<file path="src/rtl/tpfifo_inf.sv">
// Synchronous FIFO over an inferred two-port RAM (one write port, one registered read port).
// Occupancy is tracked in its own counter; status flags are registered from the next-state level.
module tpfifo_inf #(
   parameter int DW        = 32,
   parameter int AW        = 7,
   parameter int AF_THRESH = 120
) (
   input  logic          clock,
   input  logic          reset,
   input  logic          flush,
   input  logic          wr_en,
   input  logic [DW-1:0] wr_data,
   output logic          full,
   output logic          almost_full,
   input  logic          rd_en,
   output logic [DW-1:0] q,
   output logic          q_valid,
   output logic          empty,
   output logic [AW:0]   level,
   output logic          overflow,
   output logic          underflow,
   input  logic          clr_err
);

   localparam int          DEPTH   = 2 ** AW;
   localparam logic [AW:0] DEPTH_L = (AW+1)'(DEPTH);
   localparam logic [AW:0] AF_L    = (AW+1)'(AF_THRESH);
   localparam logic [AW:0] ONE_L   = (AW+1)'(1);

   logic [DW-1:0] mem [DEPTH];

   logic [AW-1:0] wr_ptr_q, rd_ptr_q;
   logic [AW:0]   level_q, level_d;
   logic          full_q, empty_q, af_q;
   logic [DW-1:0] q_q;
   logic          q_valid_q;
   logic          ovf_q, ovf_d, unf_q, unf_d;
   logic          wr_acc, rd_acc;

   // Acceptance uses the pre-edge flags, so a same-cycle read never frees room for a write.
   assign wr_acc = wr_en && !full_q  && !flush && !reset;
   assign rd_acc = rd_en && !empty_q && !flush && !reset;

   always_comb begin
      level_d = level_q;
      if (wr_acc && !rd_acc) begin
         level_d = level_q + ONE_L;
      end else if (rd_acc && !wr_acc) begin
         level_d = level_q - ONE_L;
      end
      ovf_d = (ovf_q && !clr_err) || (wr_en && full_q  && !flush);
      unf_d = (unf_q && !clr_err) || (rd_en && empty_q && !flush);
   end

   always_ff @(posedge clock) begin
      if (wr_acc) begin
         mem[wr_ptr_q] <= wr_data;
      end
   end

   always_ff @(posedge clock) begin
      if (reset) begin
         q_q <= '0;
      end else if (rd_acc) begin
         q_q <= mem[rd_ptr_q];
      end
   end

   always_ff @(posedge clock) begin
      if (reset) begin
         wr_ptr_q  <= '0;
         rd_ptr_q  <= '0;
         level_q   <= '0;
         full_q    <= 1'b0;
         empty_q   <= 1'b1;
         af_q      <= 1'b0;
         q_valid_q <= 1'b0;
         ovf_q     <= 1'b0;
         unf_q     <= 1'b0;
      end else begin
         ovf_q <= ovf_d;
         unf_q <= unf_d;
         if (flush) begin
            wr_ptr_q  <= '0;
            rd_ptr_q  <= '0;
            level_q   <= '0;
            full_q    <= 1'b0;
            empty_q   <= 1'b1;
            af_q      <= 1'b0;
            q_valid_q <= 1'b0;
         end else begin
            if (wr_acc) wr_ptr_q <= wr_ptr_q + 1'b1;
            if (rd_acc) rd_ptr_q <= rd_ptr_q + 1'b1;
            level_q   <= level_d;
            full_q    <= (level_d == DEPTH_L);
            empty_q   <= (level_d == '0);
            af_q      <= (level_d >= AF_L);
            q_valid_q <= rd_acc;
         end
      end
   end

   assign full        = full_q;
   assign empty       = empty_q;
   assign almost_full = af_q;
   assign level       = level_q;
   assign q           = q_q;
   assign q_valid     = q_valid_q;
   assign overflow    = ovf_q;
   assign underflow   = unf_q;

endmodule

</file>
<file path="config.mk">
export PLATFORM = sky130hd
export DESIGN_NAME = tpfifo_inf
export DESIGN_NICKNAME = d
export VERILOG_FILES = /design/src/rtl/tpfifo_inf.sv
export SDC_FILE = /design/constraint.sdc
export NUM_CORES = 2
export LEC_CHECK = 0
export ABC_AREA = 0
export BUFFER_PORTS_ARGS = -buffer_cell sky130_fd_sc_hd__buf_2
export CORE_ASPECT_RATIO = 1.4
export CORE_UTILIZATION = 50
export CTS_CLUSTER_SIZE = 20
export DETAILED_ROUTE_END_ITERATION = 8
export PLACE_DENSITY = 0.7
export SLEW_MARGIN = 20
export SYNTH_ARGS = -nofsm -noshare
export SYNTH_HDL_FRONTEND = slang
export SYNTH_SLANG_ARGS = --single-unit
</file>
<file path="constraint.sdc">
create_clock -name clock -period 4.8 [get_ports clock]
set_input_delay 0.48 -clock clock [delete_from_list [all_inputs] [get_ports clock]]
set_output_delay 0.48 -clock clock [all_outputs]
set_load 0.02 [all_outputs]
</file>
---- Word-level counts from Yosys, hierarchy flattened ----
Memory sizes are Yosys's and may differ from the RTL's. A register that Yosys moved wholly into a read port is not among the register bits.
Index checks and enable logic that the tools add are counted.
word-level totals
  register bits ........................... 28
  RAM bits ................................ 4096
  input bits .............................. 38
  word-level logic and storage cells ...... 45
  memories ................................ 1
memory list
  memory  words  bits a word  rd ports  clocked after Yosys merged registers in  write ports  RTL line  text
  mem     128    32           1         1                                        1            30        logic [DW-1:0] mem [DEPTH];
cells by class
  add/subtract/negate cells ............... 4
  magnitude comparators ................... 1
  eq/ne operators ......................... 1
  mux-type cells .......................... 4
  reduce and logical (&&, ||, !) cells .... 25
operators with widths
  kind                                                 count
  two-way mux 8 bit                                    2
  adder 7 x 1 -> 7 bit, second input constant          2
  logical AND 1 bit                                    14
  adder 8 x 1 -> 8 bit, second input constant          1
  equality test 8 bit, second input constant           1
  >= comparator 8 x 7 -> 1 bit, second input constant  1
  zero test 8 bit                                      1
  subtractor 8 x 1 -> 8 bit, second input constant     1
  zero test 1 bit                                      7
  logical OR 1 bit                                     2
  two-way mux 1 bit                                    2
  OR reduction 2 bit                                   1

---- Depth between registers and ports, before layout ----
  word-level depth ........................ 9
  mapped depth ............................ 13
  gate-level depth less buffers ........... 9

---- Worst setup path after synthesis ----
Ideal clock, no wire load.
  path type ............................... input to register
  start ................................... input port reset
  end ..................................... memory mem[72][0] (enable)
  data arrival time ....................... 4.541 ns
  required time ........................... 4.297 ns
  slack ................................... -0.244 ns
  stages on the path ...................... 4
  path through ............................ clkbuf_1 -> nor4b_2 -> nand4_1 -> nor4_1
on the way
  cells in the longest elaborated chain, start to end .. 4
RTL lines
  what                                     RTL line  text
  start: declaration                       9         input logic reset,
  zero test 1 bit                          41        assign wr_acc = wr_en && !full_q && !flush && !reset;
  logical AND 1 bit                        41
  two-way mux 1 bit                        56        if (wr_acc) begin
  two-way mux 1 bit (implied by the code)  57        mem[wr_ptr_q] <= wr_data;
  end: declaration                         30
No other way between the ends.

==> results.yml <==
outcome:
  outcome: "complete, but fails checks"
  violations: "antenna violations"
timing:
  rsz0062_at_grt: "false"
  fin_crit_ns: 4.62
  fmax_mhz: 216
  worst_slew_pin_slew_ns: 1.24
  tns_ns: 0
  fin_crit_sh_pct: 96.3
  drv_slew: 0
  finalHoldViolCount: 0
  skew_ns: 0.0604
  worst_slack_ns: 0.180
  slew_headroom_pct: 17.3
  final-setup-viol-count: 0
synthesis:
  synth.mux.area_fraction_pct: 16.5
  syn_inst: 7015
  synthFlopType: "edfxtp_1"
  synth_top_family_by_area: "multiplexers"
  synth_enable_flop_cells: 4096
  synthesis.nets: 7057
  yosys-top-cells-area: "edfxtp_1 (77%), mux4_2 (14%), mux2i_1 (2.2%)"
  synth_top_area_share_pct: 77.2
  syn-cell-area_um2: 159000
  synth_common_cells: "edfxtp_1 (4096), mux4_2 (993), mux2i_1 (343)"
  synth_async_sr_flop_share_pct: 0
  synth_seq_cells: 4156
  synthSimpleGateAreaFrac_pct: 1.39
  yosys_warnings: 0
  synth_xor_area_share_pct: 0.0714
  avgSynthCellArea_um2: 22.7
  seq_area_frac_synth_pct: 77.9
  synth_compound_gate_area_share_pct: 2.52
  synth_top_area_cell: "edfxtp_1"
  yosysMostFrequentCell: "edfxtp_1"
  ys_types: 70
  synthAdderAreaFrac_pct: 0.0314
grt:
  antenna_found_initial: 38
  grt_max_degree: 129
  first_global_vias: 80000
  grt_pass1_wl_um: 630000
  grt_usage_pct: 28.3
  overflow: 0
placement:
  pre_cts_slack_ns: 0.249
  dpl.cell_count: 11300
  portBuffers: 83
  dp_hpwl_um: 277000
  gp_congestion: 0.932
  place_area_um2: 168000
setup_path:
  cpMaxStageDelayCell: "dfxtp_4"
  end_kind: "register"
  crit_arrival_ns: 5.37
  r2r-start: "rd_ptr_q[0]"
  crit_family: "simple AND/OR/NAND/NOR gates"
  crit_path_start_kind: "register"
  crit_path_start: "rd_ptr_q[0]"
  path_class: "register to register"
  worst-path-buf-inv: 3
  crit_chain: "buf_12, buf_4, mux4_2, mux4_2, nor2_1, a211oi_1, buf_4, nor4_1, a211oi_1"
  cp.required_ns: 5.55
  worstPathMaxFanout: 27
  cp_slowest_stage_delay_ns: 0.99
drt:
  vias_per_cell: 6.67
  dr.pass1.iters: 6
  finalWirelength_um: 455000
  vias: 80100
  drc_errors: 0
  wl_per_cell_um: 37.9
  drt_iter0_markers: 11500
  ant_nets: 1
layout:
  multi_input_area_um2: 33800
  fillers: 22500
  layout.cells.non_filler: 12000
  layout-drive-gt1-share_pct: 29.2
  fin_nets: 7564
  fin_area_um2: 180000
  register_area_um2: 124000
  syn_to_final_growth_pct: 12.8
clocking:
  cts_buffer_depth: 4
  htreeDepth: 5
  cts_tree: "built"
  clkTransAtPathRegs_ns: 0.07
  cts_made_buffers: 359
  cts_setup_buffers: 0
  clockRootBuffer: "clkbuf_16"
  clkSinkCount: 4156
  ctsResizeCount: 0
  insertion_delay_ns: 0.93
die:
  fp.dieW_um: 479
  die_h_um: 670
  ioPinCount: 84
  die_area_um2: 321000
  fp-row-count: 244
  start_util_pct: 50.4
  core-area_um2: 316000
run:
  drv_cap: 0
power_and_ir_drop:
  cellPowerDensity_nw_per_um2: 391
  p_seq_share_pct: 56.8
  vdd_drop_max_mv: 0.294
  finalPower_mw: 70.2
  p_int_mw: 56.3
  p_comb_share_pct: 1.7
  clkPwrFrac_pct: 41.6
  p_leak_nw: 53.6
  switching_power_mw: 13.9
  netSwitchingFraction_pct: 19.8
min_path:
  hold_start: "rd_en"
  hold_path.class: "input pin to register"
[per-layer routing]
layer	global-route usage, %	up-vias	wire [µm]
li1	-	30900	-
met1	35.2	42500	151000
met2	46.5	5536	224000
met3	5.13	1125	47300
met4	17.0	6	32800
met5	0	-	46
[path summary, 6_finish.rpt]
check / to / slack [ns] / depth (start not counted)
worst min register to register: underflow / 0.52 / 2
worst min-delay path: underflow / 0.04 / 3
worst max-delay path: q[7] / 0.18 / 9
worst max register to register: q[7] / 0.18 / 9
[power by group through the flow]
stage | clock network, mW | registers [mW] | logic (mW)
floorplan | 0 | 40.6 | 0.266
global placement | 0 | 40.6 | 1.10
detailed placement | 0 | 40.6 | 1.16
CTS | 29.4 | 39.9 | 1.16
global route | 30.6 | 39.8 | 1.20
finish | 29.2 | 39.9 | 1.16
[stage by stage]
stage / util [%] / hold slack, ns
final: 56.8 / 0.0375
after global routing: 56.8 / 0.0260
after CTS: 56.8 / 0.00637
after detailed placement: 53.1 / 0.465
after global placement: 53.1 / 0.469
after floorplan: - / 0.528
[layout make-up]
| class | count | area share (%) |
|---|---|---|
| diodes | 26 | 0.0362 |
| clock buffers | 429 | 5.24 |
| clock inverters | 214 | 1.24 |
| inverters | 11 | 0.0278 |
| multi-input cells | 2445 | 18.8 |
| flip-flops and latches | 4156 | 69.1 |
| well taps | 4182 | 2.91 |
| repair buffers | 549 | 2.66 |
[state kept, by name, summed over array words and instances, names as in the netlist]
register,flops
q,32
rd_ptr_q,7
underflow,1
overflow,1
level,8
q_valid,1
empty,1
almost_full,1
wr_ptr_q,7
full,1
mem,4096
[cell families after synthesis]
family                     count (synthesis)
xor gates and xnor gates                  13
DFF                                     4156
and+or+nand+nor                          483
buffers and inverters                    414
muxes                                   1379
adders and majority gates                  4
AOI/OAI and AO/OA                        566
[cells in the final DEF (no fill, tap or decap), types with 26 or more instances in the layout]
cell type | netlist | routed
o211ai_1 | 27 | 27
clkinv_1 | 1 | 61
diode_2 | 0 | 26
a211oi_1 | 61 | 59
nor2_1 | 196 | 68
mux4_2 | 993 | 993
dfxtp_1 | 60 | 53
bufinv_16 | 0 | 41
o221ai_1 | 50 | 50
buf_12 | 1 | 61
a22oi_1 | 95 | 95
clkbuf_16 | 0 | 364
clkbuf_1 | 116 | 59
o21ai_0 | 44 | 41
a21oi_1 | 94 | 93
mux2_2 | 43 | 43
buf_2 | 126 | 51
nor2_4 | 0 | 127
buf_4 | 83 | 431
clkinv_2 | 0 | 71
nand2_1 | 125 | 125
mux2i_1 | 343 | 343
o22ai_1 | 53 | 51
edfxtp_1 | 4096 | 4096
nand3_1 | 32 | 29
[worst register-to-register path: cells and delay by family, from the launching register on]
kind	cells	cell delay, ns
simple gates	2	1.31
compound gates	2	0.23
buf+inv	3	0.85
flops	1	0.99
mux	2	1.09
[timing repair]
item | in CTS | in global routing
hold buffers | 5 | 0
hold endpoints to repair | 25 | 0
endpoints found under the setup margin | 0 | 0
Note: power is estimated with default switching activity, not from simulation.
